## src/rtl/drop_controller.sv

```systemverilog
// Connect-four move engine: accepts column drops, applies gravity into the red/yellow
// occupancy boards, pulses the win checker and latches win/draw game-over.
module drop_controller #(
  parameter int unsigned ROWS         = 6,
  parameter int unsigned COLS         = 7,
  parameter bit          FIRST_YELLOW = 1'b0
) (
  input  logic        clk,
  input  logic        resetn,
  input  logic        new_game,
  input  logic        drop,
  input  logic [2:0]  col_sel,
  input  logic        win,
  output logic [41:0] red,
  output logic [41:0] yellow,
  output logic        checkRed,
  output logic        checkYellow,
  output logic        clr_n,
  output logic        turn,
  output logic        busy,
  output logic        invalid,
  output logic        game_over,
  output logic        winner,
  output logic        draw,
  output logic [5:0]  moves
);

  localparam int unsigned CELLS  = 42;
  localparam int unsigned IDX_W  = 6;
  localparam int unsigned ROW_W  = 3;
  localparam int unsigned MOVE_W = 6;

  typedef enum logic [2:0] {
    S_IDLE,
    S_SCAN,
    S_PLACE,
    S_CHECK,
    S_WAIT,
    S_OVER
  } state_t;

  state_t              state_q, state_d;
  logic [CELLS-1:0]    red_q, red_d;
  logic [CELLS-1:0]    yellow_q, yellow_d;
  logic [ROW_W-1:0]    row_q, row_d;
  logic [2:0]          col_q, col_d;
  logic                turn_q, turn_d;
  logic [MOVE_W-1:0]   moves_q, moves_d;
  logic                check_red_q, check_red_d;
  logic                check_yellow_q, check_yellow_d;
  logic                clr_n_q, clr_n_d;
  logic                busy_q, busy_d;
  logic                invalid_q, invalid_d;
  logic                game_over_q, game_over_d;
  logic                winner_q, winner_d;
  logic                draw_q, draw_d;

  logic [CELLS-1:0]    occ_c;
  logic [IDX_W-1:0]    idx_c;
  logic                top_full_c;
  logic                col_bad_c;

  assign occ_c      = red_q | yellow_q;
  assign idx_c      = IDX_W'(row_q) * IDX_W'(COLS) + IDX_W'(col_q);
  assign col_bad_c  = (col_sel >= 3'(COLS));
  assign top_full_c = occ_c[IDX_W'(col_sel)];

  // State and output registers
  always_ff @(posedge clk) begin
    if (!resetn) begin
      state_q        <= S_IDLE;
      red_q          <= '0;
      yellow_q       <= '0;
      row_q          <= '0;
      col_q          <= '0;
      turn_q         <= FIRST_YELLOW;
      moves_q        <= '0;
      check_red_q    <= 1'b0;
      check_yellow_q <= 1'b0;
      clr_n_q        <= 1'b1;
      busy_q         <= 1'b0;
      invalid_q      <= 1'b0;
      game_over_q    <= 1'b0;
      winner_q       <= 1'b0;
      draw_q         <= 1'b0;
    end else begin
      state_q        <= state_d;
      red_q          <= red_d;
      yellow_q       <= yellow_d;
      row_q          <= row_d;
      col_q          <= col_d;
      turn_q         <= turn_d;
      moves_q        <= moves_d;
      check_red_q    <= check_red_d;
      check_yellow_q <= check_yellow_d;
      clr_n_q        <= clr_n_d;
      busy_q         <= busy_d;
      invalid_q      <= invalid_d;
      game_over_q    <= game_over_d;
      winner_q       <= winner_d;
      draw_q         <= draw_d;
    end
  end

  // Next-state and registered-output logic
  always_comb begin
    state_d        = state_q;
    red_d          = red_q;
    yellow_d       = yellow_q;
    row_d          = row_q;
    col_d          = col_q;
    turn_d         = turn_q;
    moves_d        = moves_q;
    check_red_d    = 1'b0;
    check_yellow_d = 1'b0;
    clr_n_d        = 1'b1;
    invalid_d      = 1'b0;
    game_over_d    = game_over_q;
    winner_d       = winner_q;
    draw_d         = draw_q;

    if (new_game) begin
      state_d     = S_IDLE;
      red_d       = '0;
      yellow_d    = '0;
      row_d       = '0;
      col_d       = '0;
      turn_d      = FIRST_YELLOW;
      moves_d     = '0;
      clr_n_d     = 1'b0;
      game_over_d = 1'b0;
      winner_d    = 1'b0;
      draw_d      = 1'b0;
    end else begin
      case (state_q)
        S_IDLE: begin
          if (drop) begin
            if (col_bad_c || top_full_c) begin
              invalid_d = 1'b1;
            end else begin
              col_d   = col_sel;
              row_d   = ROW_W'(ROWS - 1);
              state_d = S_SCAN;
            end
          end
        end
        // Walk upward from the bottom; the accept check guarantees row 0 is free.
        S_SCAN: begin
          if (!occ_c[idx_c]) begin
            state_d = S_PLACE;
          end else begin
            row_d = row_q - ROW_W'(1);
          end
        end
        S_PLACE: begin
          if (turn_q) begin
            yellow_d[idx_c] = 1'b1;
          end else begin
            red_d[idx_c] = 1'b1;
          end
          moves_d        = moves_q + MOVE_W'(1);
          check_red_d    = ~turn_q;
          check_yellow_d = turn_q;
          state_d        = S_CHECK;
        end
        S_CHECK: begin
          state_d = S_WAIT;
        end
        S_WAIT: begin
          if (win) begin
            state_d     = S_OVER;
            game_over_d = 1'b1;
            winner_d    = turn_q;
          end else if (moves_q == MOVE_W'(CELLS)) begin
            state_d     = S_OVER;
            game_over_d = 1'b1;
            draw_d      = 1'b1;
          end else begin
            turn_d  = ~turn_q;
            state_d = S_IDLE;
          end
        end
        S_OVER: begin
          invalid_d = drop;
        end
        default: begin
          state_d = S_IDLE;
        end
      endcase
    end

    busy_d = (state_d != S_IDLE) && (state_d != S_OVER);
  end

  assign red         = red_q;
  assign yellow      = yellow_q;
  assign checkRed    = check_red_q;
  assign checkYellow = check_yellow_q;
  assign clr_n       = clr_n_q;
  assign turn        = turn_q;
  assign busy        = busy_q;
  assign invalid     = invalid_q;
  assign game_over   = game_over_q;
  assign winner      = winner_q;
  assign draw        = draw_q;
  assign moves       = moves_q;

endmodule

```

## config.mk

```make
export PLATFORM = sky130hd
export DESIGN_NAME = drop_controller
export DESIGN_NICKNAME = d
export VERILOG_FILES = /design/src/rtl/drop_controller.sv
export SDC_FILE = /design/constraint.sdc
export NUM_CORES = 1
export LEC_CHECK = 0
export BUFFER_PORTS_ARGS = -buffer_cell sky130_fd_sc_hd__buf_2
export CAP_MARGIN = 20
export CORE_MARGIN = 3
export CORE_UTILIZATION = 45
export CTS_BUF_LIST = sky130_fd_sc_hd__clkbuf_8
export DETAILED_ROUTE_END_ITERATION = 12
export HOLD_SLACK_MARGIN = 0.02
export PLACE_DENSITY = 0.69
export SETUP_SLACK_MARGIN = 0.4
export SKIP_LAST_GASP = 1
export SYNTH_ARGS = -nofsm -noshare
export SYNTH_HDL_FRONTEND = slang
export SYNTH_SLANG_ARGS = --single-unit
export TNS_END_PERCENT = 100
```

## constraint.sdc

```tcl
create_clock -name clk -period 12.38 [get_ports clk]
set_clock_uncertainty 0.05 [all_clocks]
set_input_delay 0.619 -clock clk [delete_from_list [all_inputs] [get_ports clk]]
set_output_delay 0.619 -clock clk [all_outputs]
set_load 0.05 [all_outputs]
```

==> results of run 1 <==
-- worst max-delay path: stages (launching register included) --
cell       delay (ns)
dfxtp_1          0.49
fa_1             0.49
fa_1             0.56
fa_1             0.57
buf_4            0.30
inv_1            0.25
a2111oi_0        0.42
a211oi_1         0.10
or4b_4           0.61
a31oi_4          0.23
nor2_1           0.09
a2111oi_2        0.34
-- final timing paths --
check,from,end,cells after the start
max,row_q[2],row_q[1],11
min reg2reg,game_over,game_over,2
max reg2reg,row_q[2],row_q[1],11
min,resetn,clr_n,2
-- synth_stat cells (2+ instances only) --
cell / number
dfxtp_1: 108
nand2_1: 88
o21ai_0: 72
nor2_1: 47
nor3_1: 24
clkbuf_1: 20
a21oi_1: 15
a22o_1: 14
ha_1: 13
inv_1: 8
nand3_1: 8
and3_1: 7
or2_2: 7
a211oi_1: 6
nor2b_1: 5
nor3b_1: 5
fa_1: 4
mux2i_1: 4
mux4_2: 4
xor2_1: 4
a2111oi_0: 3
buf_1: 3
buf_2: 3
buf_6: 3
nand2b_1: 3
or3_1: 3
xnor2_1: 3
a211o_1: 2
a32o_1: 2
and2_1: 2
nand4_1: 2
o2111a_1: 2
o311ai_0: 2
o31ai_1: 2
-- cells by family after synthesis --
group,after synthesis,synth area share [%]
flip-flops,108,46.8
multiplexers,8,2.82
AO/OA/AOI/OAI,133,19.0
adder cells (fa/ha/maj),17,5.25
AND/OR/NAND/NOR,211,21.1
XOR/XNOR,7,1.33
buffers and inverters,38,3.74
-- state kept, by name, summed over array words and instances (netlist names) --
name and flops:
red 42, yellow 42, moves 6, col_q 3
row_q 3, state_q 3, busy 1, checkRed 1
checkYellow 1, clr_n 1, draw 1, game_over 1
invalid 1, turn 1, winner 1
-- area by class of cell --
class	count	area [um2]	area share [%]
multi-input combinational	376	2290	42.5
inverter	8	30.0	0.557
clock inverter	5	46.3	0.859
tap	133	166	3.09
clock buffer	10	138	2.55
timing repair buffer	109	553	10.3
sequential	108	2160	40.1
-- through the flow --
| stage | instance area, um2 | total power [mW] |
|---|---|---|
| floorplan | 4620 | 0.404 |
| global placement | 5200 | 0.417 |
| detailed placement | 5200 | 0.419 |
| CTS | 5390 | 0.618 |
| global route | 5390 | 0.639 |
| finish | 5390 | 0.616 |
-- power groups by stage --
stage / Sequential [mW] / Combinational [mW] / Clock [mW]
global placement: 0.358 / 0.0586 / 0
finish: 0.350 / 0.0613 / 0.205
CTS: 0.350 / 0.0607 / 0.207
floorplan: 0.360 / 0.0446 / 0
global route: 0.351 / 0.0668 / 0.222
detailed placement: 0.358 / 0.0604 / 0
-- per-layer routing --
| metal | global-route usage (%) | share of wire [%] |
|---|---|---|
| met1 | 28.8 | 44 |
| met2 | 37.8 | 47 |
| met3 | 4.92 | 7.3 |
| met4 | 6.48 | 1.6 |
| met5 | 0 | 0 |
==> out/metrics.cfg, run 1 <==
[global_routing]
grt_max_degree=88
grt_pass1_vias=3912
grt.overflow.total=0
grt_pass1_wl_mm=20.3
globalRouteTotalUtil_pct=22.4
antenna_found_initial=0

[timing]
setup-violations-final=0
grt_setup_unrepaired=no
finalCriticalPeriod_ns=4.62
tns_ns=0
worstMarginPinSlew_ns=0.877
max_slew_margin_pct=41.5
slew_violations=0
layout_setup_ws_ns=7.76
finalCritPeriodShare_pct=37.3
clock.fmax_ghz=0.217
hold_ws_ns=0.371
hold_viol=0

[cts]
cts_buffers=9
clock_path_buffers=2
cts_root_buf=clkbuf_8
cts_max_level=3
clk_latency_ns=0.38
path_clk_slew_ns=0.11
cts_tree=built
cts_setup_buffers=0
post_cts_resized=0
holdBufCountCts=0
cts_sinks=108

[logic_synthesis]
synth_top_area_share_pct=46.8
async_flop_share_pct=0
ys_warn_count=0
syn_inst=522
synth_seq_cells=108
synth.distinct_cells=58
synth_largest_area_cell=dfxtp_1
syn_area_mm2=0.00462
ys.flop_type=dfxtp_1
avgSynthCellArea_um2=8.85
syn_nets=547
ys_top_cells_by_area=dfxtp_1 47%, o21ai_0 7.8%, nand2_1 7.2%
yosysSeqAreaShare_pct=46.8
synth_edf_count=0

[outcome]
status=completed

[power]
power.density_cell_area_mw_per_mm2=114
p_seq_share_pct=56.8
p_int_uw=448
p_sw_uw=169
ir_worst_vdd_mv=0.0779
swShare_pct=27.4
clkPwrFrac_pct=33.2
p_leak_nw=2.34
combPwrFrac_pct=9.9

[setup_path]
r2r_slack_ns=7.76
end_kind=flip-flop
cp.arrival_ns=4.83
critPathRequiredTime_ns=12.59
critical_path.startpoint_type=flip-flop
path_class=flip-flop to flip-flop
cp_max_fo=27

[cells_and_area]
instances_no_fill=749
final_common_cell=dfxtp_1
fin_util_pct=54.6
final_nets=637
fillers=907
syn_to_final_growth_pct=16.6
mostFrequentLayoutCells=108 x dfxtp_1, 106 x buf_2, 88 x nand2_1, 72 x o21ai_0, 47 x nor2_1
drive_gt1_share_pct=23.7
n_antenna_cell=0

[floorplanning]
start_util_pct=46.8
die_h_um=107
die_w_um=107
dieArea_mm2=0.0115
num_rows=36
pin_count=107
core_mm2=0.00986

[drt]
dr.pass1.iters=7
drtAntennaViolNets=0
wire_per_inst_um=17.1
wl_mm=12.8
vias=4201
drt_iter0_drc=275
viasPerCell=5.61
route.detailed.drc=0

[placed_design]
pre_cts_slack_ns=7.83
gp_congestion=0.877
place_inst=734
hpwl_mm=9.18
portBuffers=106

[job]
maxCapViolCount=0

[min_path]
hp-class=input port to flip-flop

(Power assumes the default switching activity.)
==> run 2: changes to the inputs <==
--- a/config.mk
+++ b/config.mk
@@ -12,7 +12,7 @@
 export CTS_BUF_LIST = sky130_fd_sc_hd__clkbuf_8
 export DETAILED_ROUTE_END_ITERATION = 12
 export HOLD_SLACK_MARGIN = 0.02
-export PLACE_DENSITY = 0.69
+export PLACE_DENSITY = 0.71
 export SETUP_SLACK_MARGIN = 0.4
 export SKIP_LAST_GASP = 1
 export SYNTH_ARGS = -nofsm -noshare
==> constraint.sdc (replaced) <==
create_clock -name clk -period 4.1 [get_ports clk]
set_clock_uncertainty 0.05 [all_clocks]
set_input_delay 0.205 -clock clk [delete_from_list [all_inputs] [get_ports clk]]
set_output_delay 0.205 -clock clk [all_outputs]
set_load 0.05 [all_outputs]
==> out/metrics.cfg, run 2 (synthesis gave the netlist of run 1 again) <==
[outcome]
status=completed  ; unchanged

[cells_and_area]
fillers=913  ; was 907
n_antenna_cell=0  ; unchanged
mostFrequentLayoutCells=107 x buf_2, 105 x dfxtp_1, 88 x nand2_1, 72 x o21ai_0, 47 x nor2_1  ; was 108 x dfxtp_1, 106 x buf_2, 88 x nand2_1, 72 x o21ai_0, 47 x nor2_1
drive_gt1_share_pct=27.0  ; was 23.7%
final_nets=650  ; was 637
final_common_cell=buf_2  ; was dfxtp_1
syn_to_final_growth_pct=21.0  ; was 16.6%

[drt]
drtAntennaViolNets=0  ; unchanged
wire_per_inst_um=17.2  ; was 17.1 um
drt_iter0_drc=265  ; was 275
wl_mm=13.1  ; was 12.8 mm
vias=4252  ; was 4,201
dr.pass1.iters=5  ; was 7
route.detailed.drc=0  ; unchanged
viasPerCell=5.57  ; was 5.61

[floorplanning]
die_w_um=107  ; unchanged
start_util_pct=46.8  ; unchanged
core_mm2=0.00986  ; unchanged
num_rows=36  ; unchanged
pin_count=107  ; unchanged
die_h_um=107  ; unchanged
dieArea_mm2=0.0115  ; unchanged

[setup_path]
cp_max_fo=9  ; was 27
critical_path.startpoint_type=flip-flop  ; unchanged
reg2reg_from=row_q[0]  ; was row_q[2]
critPathRequiredTime_ns=4.33  ; was 12.59 ns
cpMostUsedCell=fa_2  ; was fa_1
crit_path_max_incr_delay_ns=0.60  ; was 0.61 ns
worstRegToRegCells=10  ; was 11
crit_path_top_delay_cell=or4b_4  ; unchanged
r2r-end=state_q[0]  ; was row_q[1]
worstPathCellList=fa_1 -> fa_2 -> fa_2 -> buf_6 -> o41ai_4 -> a211oi_2 -> or4b_4 -> a31oi_4 -> nor2_1 -> a221oi_2  ; was fa_1 -> fa_1 -> fa_1 -> buf_4 -> inv_1 -> a2111oi_0 -> a211oi_1 -> or4b_4 -> a31oi_4 -> nor2_1 -> a2111oi_2
path_class=flip-flop to flip-flop  ; unchanged
r2r_slack_ns=0.15  ; was 7.76 ns
end_kind=flip-flop  ; unchanged
cp.arrival_ns=4.18  ; was 4.83 ns

[timing]
grt_setup_unrepaired=yes  ; was no
hold_viol=0  ; unchanged
tns_ns=0  ; unchanged
setup-violations-final=0  ; unchanged
worstMarginPinSlew_ns=0.851  ; was 0.877 ns
hold_ws_ns=0.0430  ; was 0.371 ns
clock.fmax_ghz=0.253  ; was 0.217 GHz
finalCriticalPeriod_ns=3.95  ; was 4.62 ns
finalCritPeriodShare_pct=96.4  ; was 37.3%
max_slew_margin_pct=43.3  ; was 41.5%
slew_violations=0  ; unchanged

[cts]
cts_tree=built  ; unchanged
clock_path_buffers=2  ; unchanged
cts_max_level=3  ; unchanged
cts_buffers=9  ; unchanged
cts_root_buf=clkbuf_8  ; unchanged
clk_latency_ns=0.37  ; was 0.38 ns
cts_sinks=108  ; unchanged
path_clk_slew_ns=0.10  ; was 0.11 ns

[global_routing]
grt_pass1_vias=3983  ; was 3,912
met2_usage_pct=36.9  ; was 37.8%
grt_max_degree=71  ; was 88
globalRouteTotalUtil_pct=22.8  ; was 22.4%
busiest_layer=met2  ; unchanged
grt_util_met3_pct=4.44  ; was 4.92%
antenna_found_initial=0  ; unchanged
met1_usage_pct=30.3  ; was 28.8%
grt_pass1_wl_mm=20.5  ; was 20.3 mm
grt.overflow.total=0  ; unchanged

[placed_design]
gp_congestion=0.843  ; was 0.877
hpwl_mm=9.51  ; was 9.18 mm
portBuffers=106  ; unchanged

[power]
power.density_cell_area_mw_per_mm2=338  ; was 114 mW/mm2
p_leak_nw=2.42  ; was 2.34 nW
ir_worst_vdd_mv=0.172  ; was 0.0779 mV

[min_path]
holdPathStages=3  ; was 2
hp-class=input port to flip-flop  ; unchanged
hold_start=drop  ; was resetn
hold_end=invalid  ; was clr_n

[job]
maxCapViolCount=0  ; unchanged

==> run 2: cell types whose count changed in the layout (fill, tap and decap cells not counted), moves of 2 or more <==
cell           previous run  this run
dfxtp_1                 108       105
fa_2                      0         2
a211oi_1                  6         4
clkinv_4                  4         0
buf_4                     3        11
buf_6                     0         2
dlygate4sd3_1             0         2
a211oi_2                  1         3
fa_1                      4         2
inv_6                     0         4
dfxtp_4                   0         3
==> run 2: how the worst max path moves through the flow <==
stage                  start  slack (ns)    endpoint
global placement    row_q[0]        0.15    row_q[1]
floorplan           row_q[0]        0.42    row_q[1]
detailed placement  row_q[0]        0.03    row_q[1]
finish              row_q[0]        0.15  state_q[0]
global route        row_q[0]        0.05  state_q[0]
CTS                 row_q[0]        0.15    row_q[1]
==> run 2: critical path: cells and delay by family (launching register included) <==
family,cells,cell delay [ns]
buffers and inverters,1,0.18
AOI/OAI and AO/OA,4,0.95
and+or+nand+nor,2,0.72
DFF,1,0.36
adders and majority gates,3,1.59
==> run 2: report_power, final <==
part	leakage (nW)	switching [mW]	internal [mW]
Sequential	0.873	0.00501	1.05
Combinational	1.45	0.145	0.0768
Clock	0.0990	0.377	0.232
Total	2.42	0.527	1.36
==> run 2: timing repair <==
action,4_1_cts,5_1_grt
resized for setup,8,9
gates cloned,0,1
endpoints found under the hold margin,1,0
buffers inserted,2,2
hold buffers,2,0
setup endpoints to repair,6,6
pin swaps,4,6
==> run 2: layer usage <==
layer | wire [um] | vias up | share of wire [%]
met3 | 942 | 31 | 7.2
li1 | - | 2037 | -
met4 | 350 | 0 | 2.7
met5 | 0 | - | 0
met1 | 5580 | 1993 | 43
met2 | 6240 | 191 | 48
==> run 2: final cells by class <==
cell class | count | area (um2) | area share (%)
multi-input combinational | 376 | 2370 | 42.5
clock inverter | 7 | 60.1 | 1.07
clock buffer | 9 | 124 | 2.22
tap | 133 | 166 | 2.98
sequential | 108 | 2170 | 38.9
timing repair buffer | 122 | 661 | 11.8
inverter | 8 | 30.0 | 0.537
==> run 2: through the flow <==
stage,cells,instance area [um2],worst slack [ns],power (mW),utilization (%)
after global routing,763,5590,0.0468,1.95,56.6
after floorplan,522,4640,0.418,1.22,-
after global placement,740,5260,0.148,1.27,53.3
after detailed placement,740,5260,0.0269,1.28,53.3
after CTS,760,5510,0.146,1.88,55.9
final,763,5590,0.147,1.89,56.6
